===== config.mk =====
export PLATFORM = sky130hd
export DESIGN_NAME = imm_inst_encoder
export DESIGN_NICKNAME = d
export VERILOG_FILES = /design/src/rtl/imm_inst_encoder.sv
export SDC_FILE = /design/constraint.sdc
export NUM_CORES = 1
export LEC_CHECK = 0
export ABC_AREA = 1
export CORE_MARGIN = 5
export CORE_UTILIZATION = 27
export CTS_CLUSTER_DIAMETER = 80
export DETAILED_ROUTE_END_ITERATION = 8
export GPL_TIMING_DRIVEN = 1
export SLEW_MARGIN = 20
export SYNTH_ARGS = -nofsm -noshare
export SYNTH_HDL_FRONTEND = slang
export SYNTH_SLANG_ARGS = --single-unit

===== constraint.sdc =====
create_clock -name i_clk -period 1.8 [get_ports i_clk]
set_input_delay 0.18 -clock i_clk [delete_from_list [all_inputs] [get_ports i_clk]]
set_output_delay 0.18 -clock i_clk [all_outputs]
set_load 0.005 [all_outputs]

===== src/rtl/imm_inst_encoder.sv =====
// Packs a register index and 32-bit immediate into RV32I instruction beats
// (LI -> LUI/ADDI, JAL, SW) over a valid/ready stream; faults emit a flagged NOP.
module imm_inst_encoder #(
  parameter bit SKIP_ZERO_ADDI = 1'b1
) (
  input  logic        i_clk,
  input  logic        i_rst_n,
  input  logic        i_req_valid,
  output logic        o_req_ready,
  input  logic [1:0]  i_req_kind,
  input  logic [4:0]  i_req_rd,
  input  logic [4:0]  i_req_rs1,
  input  logic [31:0] i_req_imm,
  output logic        o_inst_valid,
  input  logic        i_inst_ready,
  output logic [31:0] o_inst,
  output logic        o_inst_last,
  output logic        o_err
);

  localparam logic [31:0] NOP = 32'h0000_0013;

  typedef enum logic [1:0] {IDLE, BEAT1, BEAT2, ERR} state_t;

  state_t      state_q, state_d;
  logic [31:0] inst_q, inst_d;
  logic [31:0] inst2_q, inst2_d;
  logic        last_q, last_d;
  logic        err_q, err_d;

  function automatic logic is_sext12(input logic [31:0] v);
    return v == {{20{v[11]}}, v[11:0]};
  endfunction

  function automatic logic is_sext21(input logic [31:0] v);
    return v == {{11{v[20]}}, v[20:0]};
  endfunction

  function automatic logic [31:0] enc_addi(input logic [4:0] rd, input logic [4:0] rs1,
                                           input logic [11:0] imm);
    return {imm, rs1, 3'b000, rd, 7'b0010011};
  endfunction

  function automatic logic [31:0] enc_lui(input logic [4:0] rd, input logic [19:0] hi);
    return {hi, rd, 7'b0110111};
  endfunction

  function automatic logic [31:0] enc_jal(input logic [4:0] rd, input logic [31:0] imm);
    return {imm[20], imm[10:1], imm[11], imm[19:12], rd, 7'b1101111};
  endfunction

  function automatic logic [31:0] enc_sw(input logic [4:0] rs2, input logic [4:0] rs1,
                                         input logic [31:0] imm);
    return {imm[11:5], rs2, rs1, 3'b010, imm[4:0], 7'b0100011};
  endfunction

  // Request decode: first word, optional second word, and fault detection.
  logic [31:0] w1_c, w2_c, hi_sum_c;
  logic        two_c, fault_c;

  always_comb begin
    w1_c     = NOP;
    w2_c     = NOP;
    two_c    = 1'b0;
    fault_c  = 1'b0;
    hi_sum_c = i_req_imm + 32'h0000_0800;
    case (i_req_kind)
      2'd0: begin
        if (is_sext12(i_req_imm)) begin
          w1_c = enc_addi(i_req_rd, 5'd0, i_req_imm[11:0]);
        end else begin
          w1_c  = enc_lui(i_req_rd, hi_sum_c[31:12]);
          w2_c  = enc_addi(i_req_rd, i_req_rd, i_req_imm[11:0]);
          two_c = !(SKIP_ZERO_ADDI && (i_req_imm[11:0] == 12'd0));
        end
      end
      2'd1: begin
        w1_c    = enc_jal(i_req_rd, i_req_imm);
        fault_c = i_req_imm[0] || !is_sext21(i_req_imm);
      end
      2'd2: begin
        w1_c    = enc_sw(i_req_rd, i_req_rs1, i_req_imm);
        fault_c = !is_sext12(i_req_imm);
      end
      default: fault_c = 1'b1;
    endcase
  end

  always_comb begin
    state_d = state_q;
    inst_d  = inst_q;
    inst2_d = inst2_q;
    last_d  = last_q;
    err_d   = err_q;
    case (state_q)
      IDLE: begin
        if (i_req_valid) begin
          if (fault_c) begin
            state_d = ERR;
            inst_d  = NOP;
            last_d  = 1'b1;
            err_d   = 1'b1;
          end else begin
            state_d = BEAT1;
            inst_d  = w1_c;
            inst2_d = w2_c;
            last_d  = !two_c;
            err_d   = 1'b0;
          end
        end
      end
      BEAT1: begin
        if (i_inst_ready) begin
          if (last_q) begin
            state_d = IDLE;
            last_d  = 1'b0;
          end else begin
            state_d = BEAT2;
            inst_d  = inst2_q;
            last_d  = 1'b1;
          end
        end
      end
      default: begin
        if (i_inst_ready) begin
          state_d = IDLE;
          last_d  = 1'b0;
          err_d   = 1'b0;
        end
      end
    endcase
  end

  always_ff @(posedge i_clk or negedge i_rst_n) begin
    if (!i_rst_n) begin
      state_q <= IDLE;
      inst_q  <= '0;
      inst2_q <= '0;
      last_q  <= 1'b0;
      err_q   <= 1'b0;
    end else begin
      state_q <= state_d;
      inst_q  <= inst_d;
      inst2_q <= inst2_d;
      last_q  <= last_d;
      err_q   <= err_d;
    end
  end

  assign o_req_ready  = (state_q == IDLE);
  assign o_inst_valid = (state_q != IDLE);
  assign o_inst       = inst_q;
  assign o_inst_last  = last_q;
  assign o_err        = err_q;

endmodule


# Word-level counts from Yosys, hierarchy flattened
# Cells that the tools add are included.
[classes] eq_ne=8 mux=27 addsub=1 bitwise=2 reduce_logical=15
[op_table] cell="32-bit 2-to-1 mux" count=7
[op_table] cell="32-bit one-hot mux with 3 select lines" count=1
[op_table] cell="32-bit one-hot mux with 2 select lines" count=1
[op_table] cell="32-bit by 12-bit adder with 32-bit output, second input constant" count=1
[op_table] cell="20-bit == test" count=1
[op_table] cell="12-bit zero test" count=1
[op_table] cell="11-bit == test" count=1
[op_table] cell="2-bit 2-to-1 mux" count=5
[op_table] cell="1-bit 2-to-1 mux" count=9
[op_table] cell="3-bit AND reduction" count=3
[op_table] cell="2-bit != test, second input constant" count=3
[op_table] cell="2-bit nonzero test" count=3
[op_table] cell="2-bit by 1-bit == test with 1-bit output, second input constant" count=2
[op_table] cell="1-bit zero test" count=4
[op_table] cell="2-bit zero test" count=2
[op_table] cell="1-bit one-hot mux with 2 select lines" count=2
[op_table] cell="2-bit one-hot mux with 2 select lines" count=1
[op_table] cell="4-bit AND reduction" count=1
[op_table] cell="1-bit one-hot mux with 3 select lines" count=1
[op_table] cell="2-bit == test, second input constant" count=1
[op_table] cell="1-bit inverter" count=2
[op_table] cell="1-bit logical OR" count=1
[word_totals] in_bits=48 word_cells=58 regBits=68 output_inout_bits=36

# Depth between registers and ports, before layout
# Gate-level depths: netlist (run 1).
[depth] depth_word=8 mapped_depth=14 ltp_nobuf=13

# Least setup slack after synthesis (run 1)
# Ideal clock, no wire load.
[synth_timing] path_kind="flip-flop to flip-flop" startpoint="reg state_q[1]" endpoint="reg inst_q[20] (netlist: o_inst[20])" path_buffers=1 slack_ns=0.108 t_arrival_ns=1.570 required_time_ns=1.678 path_stages_with_launch=10 period_less_slack_ns=1.692 path_cell_list="dfrtp_1 nor2_2 inv_1 nor2_1 inv_1 o31ai_2 clkinv_1 clkbuf_1 a21oi_1 a21oi_1"
[synth_between] elab_chain_len=3 elab_cells_between_ends=8
[synth_rtl] element="start: declaration" line="25" rtl="state_t state_q, state_d;"
[synth_rtl] element="start signal: assignment" line="142" rtl="state_q <= state_d;"
[synth_rtl] element="2-bit zero test *"
[synth_rtl] element="named net o_req_ready" line="9" rtl="output logic o_req_ready,"
[synth_rtl] element="2-bit != test (no line) or 2-bit nonzero test (tied branches)"
[synth_rtl] element="4-bit AND reduction (no line)"
[synth_rtl] element="end signal: assignment" line="143" rtl="inst_q <= inst_d;"
[synth_rtl] element="end: declaration" line="26" rtl="logic [31:0] inst_q, inst_d;"
# Mark *: on every way through the listed nets, which the timed path passes. The rest lies on a longest branch.
# A chain may end at the register's enable or synchronous reset.

# Worst setup path in the final report (run 1)
[layout_timing] startpoint="in i_req_imm[11]" endpoint="reg inst_q[30] (netlist: o_inst[30])"
[layout_between] elab_chain_len=6 elab_cells_between_ends=9
[layout_rtl] element="start: declaration" line="13" rtl="input logic [31:0] i_req_imm,"
[layout_rtl] element="32-bit by 12-bit adder with 32-bit output or 20-bit == test (tied branches)" line="66, 32"
[layout_rtl] element="32-bit 2-to-1 mux or 1-bit zero test (tied branches)" line="69, 83"
[layout_rtl] element="32-bit one-hot mux with 3 select lines or 1-bit one-hot mux with 3 select lines (tied branches)" line="67" rtl="case (i_req_kind)"
[layout_rtl] element="32-bit 2-to-1 mux *" line="98" rtl="if (fault_c) begin"
[layout_rtl] element="32-bit 2-to-1 mux *" line="97" rtl="if (i_req_valid) begin"
[layout_rtl] element="32-bit one-hot mux with 2 select lines *" line="95" rtl="case (state_q)"
# Every way passes the cells marked *; elsewhere a longest branch is shown, timed or not. The select of a mux whose other input is x is not followed.

==> out/metrics.yaml, run 1 <==
cts-root-to-sink-buffers: 2
post_route_cells_drive_above_1_share_pct: 19.7
rows: 42
synth.net_count: 607
grt_pass1_vias: 4311
numCtsBuffers: 5
synth_edf_count: 0
ir_drop_worst_vdd_mv: 0.615
outcome: "completed"
clock_sinks: 52
number_of_drc_violations_after_detailed_routing_iteration_0: 213
drt-pass1-iter-count: 4
cp_data_required_time_ns: 2.02
post-synth-top-area-cell: "dfrtp_1"
ys_seq_area_share_pct: 35.4
max_cap_viol_count: 0
grt_pass1_wl_um: 21000
final-instance-count-excl-fill: 885
synth.distinct_cells: 34
setup.worst_path.end_class: "register"
port_buffers: 83
post_route_ant_nets: 0
clk_pin_slew_ns: 0.07
place.detailed.instances: 870
vias: 4160
drc: 0
cp_cell_sequence: "dlygate4sd2_1, buf_6, buf_4, inv_2, nand3_1, nor2_1, nand2_1, nand2_2, nand3_4, nand2_2, nand2_4, nor2_4, buf_6, nand2_1, a21oi_2"
netlist_top_cells_area: "dfrtp_1 35%, nand2_1 17%, nor2_1 6.6%, a21oi_1 6.1%, nand3_1 5.8%"
design_power_total_w: 0.00567
h-tree-depth: 2
yosysTopAreaCellShare_pct: 35.4
die_width_um: 127
postSynthRegisterBits: 52
areaGrowthSynthToFinish_pct: 51.5
detail_route.vias_per_cell: 4.70
fmaxAchievable_mhz: 585
finalClockSkew_ns: 0.00664
synth_area_per_cell_sq_um: 6.67
power-per-cell-area_mw_per_mm2: 1020
synthFlopType: "dfrtp_1"
static-leakage-power_nw: 2.81
hold_path_class: "in -> async"
die_h_um: 127
routedWlPerCell_um: 14.5
post-dp-hpwl_um: 10200
initial_core_util_pct: 27.7
grt_max_degree: 53
startpoint_type: "input port"
report.final.setup_viol: 0
finalMaxSlewViolations: 0
pin_count: 84
worst_slew_margin_pct: 55.6
hold_viol: 0
global_route.usage.total_pct: 15.9
crit_path_max_fanout: 6
max_slew.worst_pin.slew_ns: 0.665
gr-total-overflow: 0
post_synth_inst_count: 552
async_flop_share_pct: 100
diodes: 0
critPathSlowestCell: "dlygate4sd2_1"
crit_arrival_ns: 1.93
accumulated_negative_setup_slack_ns: 0
ys_warn_count: 0
timing.setup.critical_path_class: "in -> reg"
clkLatencyLatePin_ns: 0.29
floorplan.core_area_sq_mm: 0.0133
final_min_period_over_clock_period_pct: 94.9
timing.critical_path.slowest_cell_delay_ns: 0.26
clk_root_buffer_cell: "clkbuf_16"
finalCriticalPeriod_ns: 1.71
drt_wl_total_um: 12800
final_nets: 764
fp.dieArea_sq_mm: 0.0161
grt_antenna_before_repair: 0
tritoncts_clock_tree: "yes"
syn_area_sq_mm: 0.00368
gp_congestion: 0.946
## report_power, final
part | leakage [nW] | switching, W | total, W | internal, W
Sequential | 0.649 | 0.000295 | 0.00197 | 0.00167
Clock | 0.0657 | 0.000421 | 0.000927 | 0.000506
Combinational | 2.10 | 0.00134 | 0.00278 | 0.00144
Total | 2.81 | 0.00206 | 0.00567 | 0.00361
## cells in the mapped netlist, types with 2 or more instances
library cell / n
buf_4: 5
buf_6: 3
nor2_1: 65
xor2_1: 11
ha_1: 7
nand4_1: 12
o21ai_1: 11
o21bai_1: 6
o21a_1: 2
o21ai_0: 22
clkinv_1: 3
o22ai_1: 12
clkbuf_1: 10
nand3_1: 43
a21oi_1: 45
nor2_4: 2
dfrtp_1: 52
nand2_1: 162
a22o_1: 3
buf_1: 3
nor4_1: 3
inv_1: 52
buf_2: 7
## critical path, delay by kind of cell
family / cells / cell delay, ns
and+or+nand+nor: 9 / 0.87
buffers and inverters: 5 / 0.74
AOI/OAI and AO/OA: 1 / 0.13
## kinds of logic after synthesis
kind of cell / count (synthesis) / share of synthesized area (%)
and+or+nand+nor: 292 / 33.5
AOI/OAI and AO/OA: 105 / 16.0
DFF: 52 / 35.4
adders and majority gates: 7 / 2.38
xor gates and xnor gates: 12 / 2.86
buffers and inverters: 84 / 9.93
## worst paths after layout
path | slack, ns | cells past startpoint | startpoint | endpoint
min reg2reg | 0.49 | 2 | inst2_q[4] | inst2_q[4]
max | 0.09 | 15 | i_req_imm[11] | o_inst[30]
max in group asynchronous | 1.35 | 2 | i_rst_n | o_inst[15]
min in group i_clk | 0.40 | 5 | i_req_kind[1] | o_inst[2]
max reg2reg | 0.10 | 7 | state_q[1] | o_inst[8]
min | 0.0009 | 2 | i_rst_n | o_inst[30]
## final cells by class
class / instances / area (sq um)
Clock buffer: 5 / 125
Clock inverter: 2 / 12.5
Fill cell: 1371 / 7720
Inverter: 56 / 210
Multi-Input combinational cell: 417 / 2130
Sequential cell: 52 / 1300
Tap cell: 176 / 220
Timing Repair Buffer: 177 / 1580
## repair_timing
| action | 4_1_cts | 5_1_grt |
|---|---|---|
| endpoints found under the setup margin | 50 | 49 |
| pin swaps | 10 | 9 |
| hold buffers | 0 | 0 |
| endpoints found under the hold margin | 0 | 0 |
| resized for setup | 19 | 46 |
| cloned | 1 | 2 |
| setup buffers | 5 | 0 |
## state kept, by name (all words and copies together), names as in the netlist
register / cells
inst2_q: 18
o_err: 1
o_inst: 30
o_inst_last: 1
state_q: 2
## through the flow
stage / cell area [sq um] / hold WS [ns] / setup WS, ns / util, %
floorplan: 3680 / -0.116 / 0.108 / -
global placement: 5220 / 0.331 / -0.477 / 39.3
detailed placement: 5220 / 0.342 / -0.538 / 39.3
CTS: 5440 / 0.0304 / 0.00295 / 40.9
global route: 5580 / 0.0830 / -0.0293 / 41.9
finish: 5580 / 0.000896 / 0.0914 / 41.9
## routing by layer
| metal | GRT usage (%) | up-vias | part of all wire (%) |
|---|---|---|---|
| li1 | - | 2109 | - |
| met1 | 21.3 | 1930 | 47 |
| met2 | 27.2 | 106 | 47 |
| met3 | 2.48 | 15 | 4.6 |
| met4 | 3.03 | 0 | 0.96 |
| met5 | 0 | - | 0 |
## cell usage in the layout, fill, tap and decap left out, types with 2 or more instances in the layout
cell and instances:
nand2_1 154, buf_4 88, clkdlybuf4s50_1 59, nor2_1 56, dfrtp_1 52, inv_1 50, nand3_1 43, a21oi_1 38
o21ai_0 21, dlymetal6s2s_1 16, o21ai_1 12, o22ai_1 12, nand4_1 12, xor2_1 11, nor2_2 10, nand2_2 8
a21oi_2 7, o21bai_1 6, ha_1 6, buf_6 6, dlygate4sd2_1 6, clkbuf_16 5, inv_2 3, nor2_4 3
clkinv_1 3, nor4_1 3, a22o_1 3, o21a_1 2
Note: power is estimated with default switching activity, not from simulation.
==> inputs of run 2 (changes only) <==
--- a/config.mk
+++ b/config.mk
@@ -5,7 +5,7 @@
 export SDC_FILE = /design/constraint.sdc
 export NUM_CORES = 1
 export LEC_CHECK = 0
-export ABC_AREA = 1
+export CORE_ASPECT_RATIO = 0.75
 export CORE_MARGIN = 5
 export CORE_UTILIZATION = 27
 export CTS_CLUSTER_DIAMETER = 80
==> run 2 against run 1 <==
  * The flow now finishes with violations (negative setup slack)
  * Combinational power about the same
  * Area after synthesis down 7.7%
  * Critical path depth down 6
  * Worst hold slack better by 0.35 ns
  * Sequential share of layout area up 0.39 points
  * Largest cell class unchanged
  * Largest power group unchanged
==> out/metrics.yaml, run 2 <==
outcome: "finished, violations left"
violations: "negative setup slack"
static-leakage-power_nw: 2.48  # -12%
synth.net_count: 455  # -25%
power-per-cell-area_mw_per_mm2: 1070  # +5.2%
mostFrequentLayoutCell: "buf_4"
routedWlPerCell_um: 17.8  # +23%
numCtsBuffers: 5  # unchanged
ff2ff_setup_slack_ns: 0.08  # -0.02 ns
post_route_ant_nets: 0  # unchanged
yosys.cell_count.top_type: "nand2_1"
crit_arrival_ns: 2.08  # +0.15 ns
synth_edf_count: 0  # unchanged
drc: 0  # unchanged
regToRegEndpoint: "o_inst[19]"
grt_setup_unrepaired: "true"
final_min_period_over_clock_period_pct: 104  # +8.8 points
h-tree-depth: 2  # unchanged
crit_end: "o_inst[19]"
fmaxAchievable_mhz: 535  # -8.5%
tritoncts_clock_tree: "yes"
num-fill-cells: 1162  # -15%
post_synth_inst_count: 400  # -28%
postSynthRegisterBits: 52  # unchanged
synth_common_cells: "53 x nand2_1, 52 x dfrtp_1, 27 x a21oi_1"
initial_core_util_pct: 27.6  # -0.062 points
largest_reg_flops: 30  # unchanged
r2r_start: "o_inst_last"
clkLatencyLatePin_ns: 0.30  # about the same
die_h_um: 107  # -15%
post-dp-hpwl_um: 9140  # -10%
crit_start: "i_req_imm[20]"
synthFlopType: "dfrtp_1"
gp_congestion: 0.832  # -12%
max_cap_viol_count: 0  # unchanged
cts-root-to-sink-buffers: 2  # unchanged
gr-total-overflow: 0  # unchanged
drt_wl_total_um: 12700  # -0.64%
async_flop_share_pct: 100  # unchanged
detail_route.vias_per_cell: 5.22  # +11%
number_of_drc_violations_after_detailed_routing_iteration_0: 276  # +30%
cp_data_required_time_ns: 2.01  # about the same
fp.dieArea_sq_mm: 0.0150  # -6.9%
final_nets: 601  # -21%
port_buffers: 83  # unchanged
max_slew.worst_pin.slew_ns: 0.522  # -0.143 ns
post-route-worst-setup-slack_ns: -0.0674  # -0.159 ns
hold_path_class: "in -> reg"
hold_viol: 0  # unchanged
worst_hold_slack_ns: 0.348  # +0.348 ns
synthesized_area_fraction_occupied_by_adder_cells_pct: 2.58  # +0.20 points
grt_max_degree: 33  # -38%
multi_input_area_sq_mm: 0.00212  # -0.35%
worst_hold_startpoint: "i_req_imm[11]"
diodes: 0  # unchanged
post-synth-top-area-cell: "dfrtp_1"
yosysTopAreaCellShare_pct: 38.3  # +2.9 points
netlist_top_cells_area: "dfrtp_1 38%, nand2_1 5.9%, mux2i_1 5.3%, a21oi_1 4.0%, inv_1 2.9%"
rr_worst_depth: 8  # +1
global_route.usage.total_pct: 15.6  # -0.28 points
clk_pin_slew_ns: 0.07  # about the same
pin_count: 84  # unchanged
finalClockSkew_ns: 0.00801  # +0.00137 ns
dpl_worst_slack_ns: -0.765  # -0.227 ns
grt_antenna_before_repair: 0  # unchanged
complex_gate_fraction_of_the_synthesized_area_pct: 20.9  # +5.0 points
accumulated_negative_setup_slack_ns: -0.589  # -0.589 ns
timing.setup.critical_path_class: "in -> reg"
synth_top_family_by_area: "simple AND/OR/NAND/NOR gates"
die_width_um: 140  # +10%
worst_slew_margin_pct: 65.2  # +9.5 points
simple_gate_area_share_of_the_yosys_netlist_pct: 21.4  # -12 points
ir_drop_worst_vdd_mv: 0.466  # -24%
drt-pass1-iter-count: 5  # +1
ys_warn_count: 0  # unchanged
place.detailed.instances: 690  # -21%
grt_pass1_wl_um: 18800  # -11%
clk_root_buffer_cell: "clkbuf_16"
synth.distinct_cells: 53  # +56%
vias: 3719  # -11%
synth-xor-area-share_pct: 4.64  # +1.8 points
layout.cells.most_common_list: "73 x buf_4, 59 x clkdlybuf4s50_1, 52 x dfrtp_1, 51 x nand2_1"
grt_pass1_vias: 3627  # -16%
finalCriticalPeriod_ns: 1.87  # +0.159 ns
post_route_cells_drive_above_1_share_pct: 27.6  # +7.9 points
syn_area_sq_mm: 0.00340  # -7.7%
floorplan.core_area_sq_mm: 0.0123  # -7.4%
crit_path_max_fanout: 8  # +2
ys_seq_area_share_pct: 38.3  # +2.9 points
final-instance-count-excl-fill: 713  # -19%
synthMuxAreaShare_pct: 5.30  # +5.3 points
synth_area_per_cell_sq_um: 8.50  # +27%
clock_sinks: 52  # unchanged
finalMaxSlewViolations: 0  # unchanged
areaGrowthSynthToFinish_pct: 61.4
layout.area.seq_sq_mm: 0.00130  # unchanged
setup.worst_path.end_class: "register"
startpoint_type: "input port"
rows: 35  # -17%
report.final.setup_viol: 32  # +32
-- run 2: changes by cell type after synthesis, moves of 19 or more --
cell     change
nand2_1    -109
nor2_1      -39
nand3_1     -35
inv_1       -26
o21ai_0     -21
nor3_1      +19
-- run 2: critical path, cell delays in order --
cell	delay [ns]
clkbuf_2	0.12
or3_4	0.40
nor4_4	0.28
buf_4	0.17
o22ai_4	0.08
o21ai_4	0.23
nand3_4	0.20
clkbuf_16	0.23
o22ai_1	0.17
-- run 2: metal layers --
metal	wire, um	track usage [%]	vias to the layer above	part of all wire [%]
met5	0	0	-	0
met4	125	3.18	0	0.98
met3	872	3.97	15	6.9
met2	5730	24.4	149	45
met1	5990	21.9	1816	47
li1	-	-	1739	-
-- run 2: cell type report --
cell class | count | area share, %
inverter | 26 | 1.78
sequential | 52 | 23.7
timing repair buffer | 168 | 29.2
multi-input combinational | 293 | 38.6
clock buffer | 6 | 2.53
clock inverter | 2 | 0.319
tap | 166 | 3.79
-- run 2: logic make-up (layout without fill, tap and decap cells) --
group | count (synthesis) | after routing
AO/OA/AOI/OAI | 105 | 105
multiplexers | 18 | 18
XOR/XNOR | 18 | 18
buffers and inverters | 55 | 202
AND/OR/NAND/NOR | 145 | 145
flip-flops | 52 | 52
adder cells (fa/ha/maj) | 7 | 7
-- run 2: power by group --
group / internal (W) / switching [W]
logic: 0.00150 / 0.00131
registers: 0.00170 / 0.000328
clock network: 0.000565 / 0.000458
-- run 2: worst min-delay path by stage --
stage | end | slack (ns) | depth (start not counted)
floorplan | inst2_q[15] | -0.12 | 0
global placement | o_inst[22] | 0.18 | 1
detailed placement | o_inst[25] | 0.19 | 1
CTS | o_inst[25] | 0.43 | 2
global route | inst2_q[31] | 0.37 | 4
finish | inst2_q[31] | 0.35 | 4
-- run 2: metrics by stage --
step / utilization [%] / area, sq um / total power [W]
3_3_place_gp: 39.7 / 4890 / 0.00456
3_5_place_dp: 39.7 / 4890 / 0.00463
4_1_cts: 42.4 / 5220 / 0.00572
2_1_floorplan: - / 3400 / 0.00316
5_1_grt: 44.6 / 5480 / 0.00622
6_report: 44.6 / 5480 / 0.00587
-- run 2: timing repair --
action,CTS,global route
buffers inserted,6,4
cloned,1,3
gates resized for setup,47,57
pin swaps,12,27
endpoints found under the hold margin,20,0
endpoints found under the setup margin,51,50
hold buffers,1,0
==> inputs of run 3 (changes only) <==
--- a/config.mk
+++ b/config.mk
@@ -11,6 +11,7 @@
 export CTS_CLUSTER_DIAMETER = 80
 export DETAILED_ROUTE_END_ITERATION = 8
 export GPL_TIMING_DRIVEN = 1
+export SKIP_LAST_GASP = 1
 export SLEW_MARGIN = 20
 export SYNTH_ARGS = -nofsm -noshare
 export SYNTH_HDL_FRONTEND = slang
==> run 3 against run 2 <==
  * The run now ends clean
  * Register-to-register slack better by 0.11 ns
  * Fmax is 4.2% higher
  * Final cell count is 0.56% lower
  * Non-clock buffer count is 4 lower
  * Clock power hardly changed
  * Worst hold slack better by 0.059 ns
  * Largest cell class unchanged
  * Largest power group unchanged
==> out/metrics.yaml, run 3 (synthesis results as in run 2) <==
clk_pin_slew_ns: 0.07  # about the same
clk_root_buffer_cell: "clkbuf_16"
outcome: "completed"
startpoint_type: "input port"
numCtsBuffers: 5  # unchanged
post_route_cells_drive_above_1_share_pct: 24.3  # -3.3 points
layout.cell_area.non_filler_sq_mm: 0.00532  # -3.1%
dpl_worst_slack_ns: -0.765  # unchanged
detail_route.vias_per_cell: 5.11  # -2.1%
drc: 0  # unchanged
placement.cell_area_sq_mm: 0.00489  # unchanged
final_min_period_over_clock_period_pct: 99.6  # -4.2 points
crit_arrival_ns: 1.97  # -0.11 ns
diodes: 0  # unchanged
post-dp-hpwl_um: 9140  # unchanged
h-tree-depth: 2  # unchanged
largest_reg_flops: 30  # unchanged
pin_count: 84  # unchanged
gr-total-overflow: 0  # unchanged
worst_hold_slack_ns: 0.407  # +0.0587 ns
final_nets: 597  # -0.67%
post-route-worst-setup-slack_ns: 0.00762  # +0.0751 ns
setup.worst_path.end_class: "register"
design_power_total_w: 0.00568  # -3.2%
timing.setup.critical_path_class: "in -> reg"
vias: 3620  # -2.7%
clkLatencyLatePin_ns: 0.29  # about the same
num-fill-cells: 1179  # +1.5%
report.final.setup_viol: 0  # -100%
fmaxAchievable_mhz: 558  # +4.2%
port_buffers: 83  # unchanged
global_route.usage.total_pct: 15.6  # unchanged
power-per-cell-area_mw_per_mm2: 1070  # -0.15%
post_route_ant_nets: 0  # unchanged
mostFrequentLayoutCell: "buf_4"
max_cap_viol_count: 0  # unchanged
tritoncts_clock_tree: "yes"
grt_pass1_vias: 3619  # -0.22%
hold_viol: 0  # unchanged
die_h_um: 107  # unchanged
static-leakage-power_nw: 2.43  # -2.2%
utilization_pct: 43.2  # -1.4 points
finalClockSkew_ns: 0.00711  # -0.000900 ns
rows: 35  # unchanged
grt_setup_unrepaired: "true"
grt_antenna_before_repair: 0  # unchanged
number_of_drc_violations_after_detailed_routing_iteration_0: 233  # -16%
hold_path_class: "in -> async"
crit_path_max_fanout: 24  # +16
initial_core_util_pct: 27.6  # unchanged
cp_data_required_time_ns: 1.98  # -0.03 ns
die_width_um: 140  # unchanged
clock_sinks: 52  # unchanged
finalMaxSlewViolations: 0  # unchanged
drt_wl_total_um: 12200  # -4.5%
ir_drop_worst_vdd_mv: 0.471  # +1.2%
cts-root-to-sink-buffers: 2  # unchanged
drt-pass1-iter-count: 6  # +1
layout.cells.most_common_list: "71 x buf_4, 59 x clkdlybuf4s50_1, 52 x dfrtp_1, 51 x nand2_1"
grt_max_degree: 33  # unchanged
floorplan.core_area_sq_mm: 0.0123  # unchanged
areaGrowthSynthToFinish_pct: 56.4
grt_pass1_wl_um: 18800  # about the same
finalCriticalPeriod_ns: 1.79  # -0.0751 ns
gp_congestion: 0.832  # unchanged
max_slew.worst_pin.slew_ns: 0.515  # -0.00777 ns
fp.dieArea_sq_mm: 0.0150  # unchanged
routedWlPerCell_um: 17.1  # -3.9%
worst_slew_margin_pct: 65.7  # +0.52 points
==> run 3: changes by cell type in the layout (fill, tap and decap cells not counted), moves of 3 or more <==
cell / delta
o21ai_2: -7
o22ai_2: -4
clkbuf_16: -3
o21ai_1: +7
o22ai_1: +5
dlygate4sd2_1: +4
clkdlybuf4s15_1: -3
==> run 3: repair_timing <==
action | CTS | global route
resized for setup | 45 | 37
pin swaps | 12 | 25
setup endpoints to repair | 51 | 50
buffers inserted | 6 | 3
hold buffers | 1 | 0
cloned | 1 | 0
hold endpoints to repair | 20 | 0
==> run 3: power by group <==
group / switching (W) / internal [W]
clock: 0.000458 / 0.000565
sequential: 0.000322 / 0.00170
combinational: 0.00123 / 0.00140
total: 0.00201 / 0.00367
==> run 3: final cells by class <==
type / count / area [sq um] / share of cell area [%]
inverters: 26 / 97.6 / 1.84
well taps: 166 / 208 / 3.91
clock buffers: 6 / 139 / 2.61
flip-flops and latches: 52 / 1300 / 24.5
clock inverters: 2 / 17.5 / 0.330
multi-input cells: 293 / 2020 / 38.1
repair buffers: 164 / 1530 / 28.7
==> run 3: metal layers <==
| metal | GRT usage (%) | share of wire, % | vias to the layer above |
|---|---|---|---|
| li1 | - | - | 1724 |
| met1 | 21.9 | 48 | 1765 |
| met2 | 24.4 | 45 | 116 |
| met3 | 3.97 | 6.0 | 15 |
| met4 | 3.25 | 0.92 | 0 |
| met5 | 0 | 0 | - |
==> run 3: worst paths after layout <==
kind	startpoint	endpoint	slack [ns]	cells after the start
worst max-delay path	i_req_imm[27]	inst2_q[22]	0.008	9
worst min-delay path	i_rst_n	o_inst[25]	0.41	2
worst max register to register	o_inst_last	inst2_q[22]	0.19	8
worst min register to register	inst2_q[4]	inst2_q[4]	0.49	1
max in group asynchronous	i_rst_n	o_inst[14]	0.83	3
min in group i_clk	i_req_kind[0]	o_inst[6]	0.42	4
==> run 3: worst max-delay path, stage by stage <==
cell	delay [ns]
buf_2	0.11
or4_4	0.53
nor4_4	0.17
buf_4	0.16
o22ai_2	0.12
o21ai_4	0.24
nand3_4	0.13
buf_12	0.19
mux2i_1	0.13
==> run 3: stage by stage <==
| stage | std cells | setup TNS (ns) |
|---|---|---|
| 6_report | 709 | 0 |
| 5_1_grt | 709 | -2.49 |
| 4_1_cts | 706 | -2.83 |
| 3_5_place_dp | 690 | -33.67 |
| 3_3_place_gp | 690 | -32.30 |
| 2_1_floorplan | 400 | -4.48 |
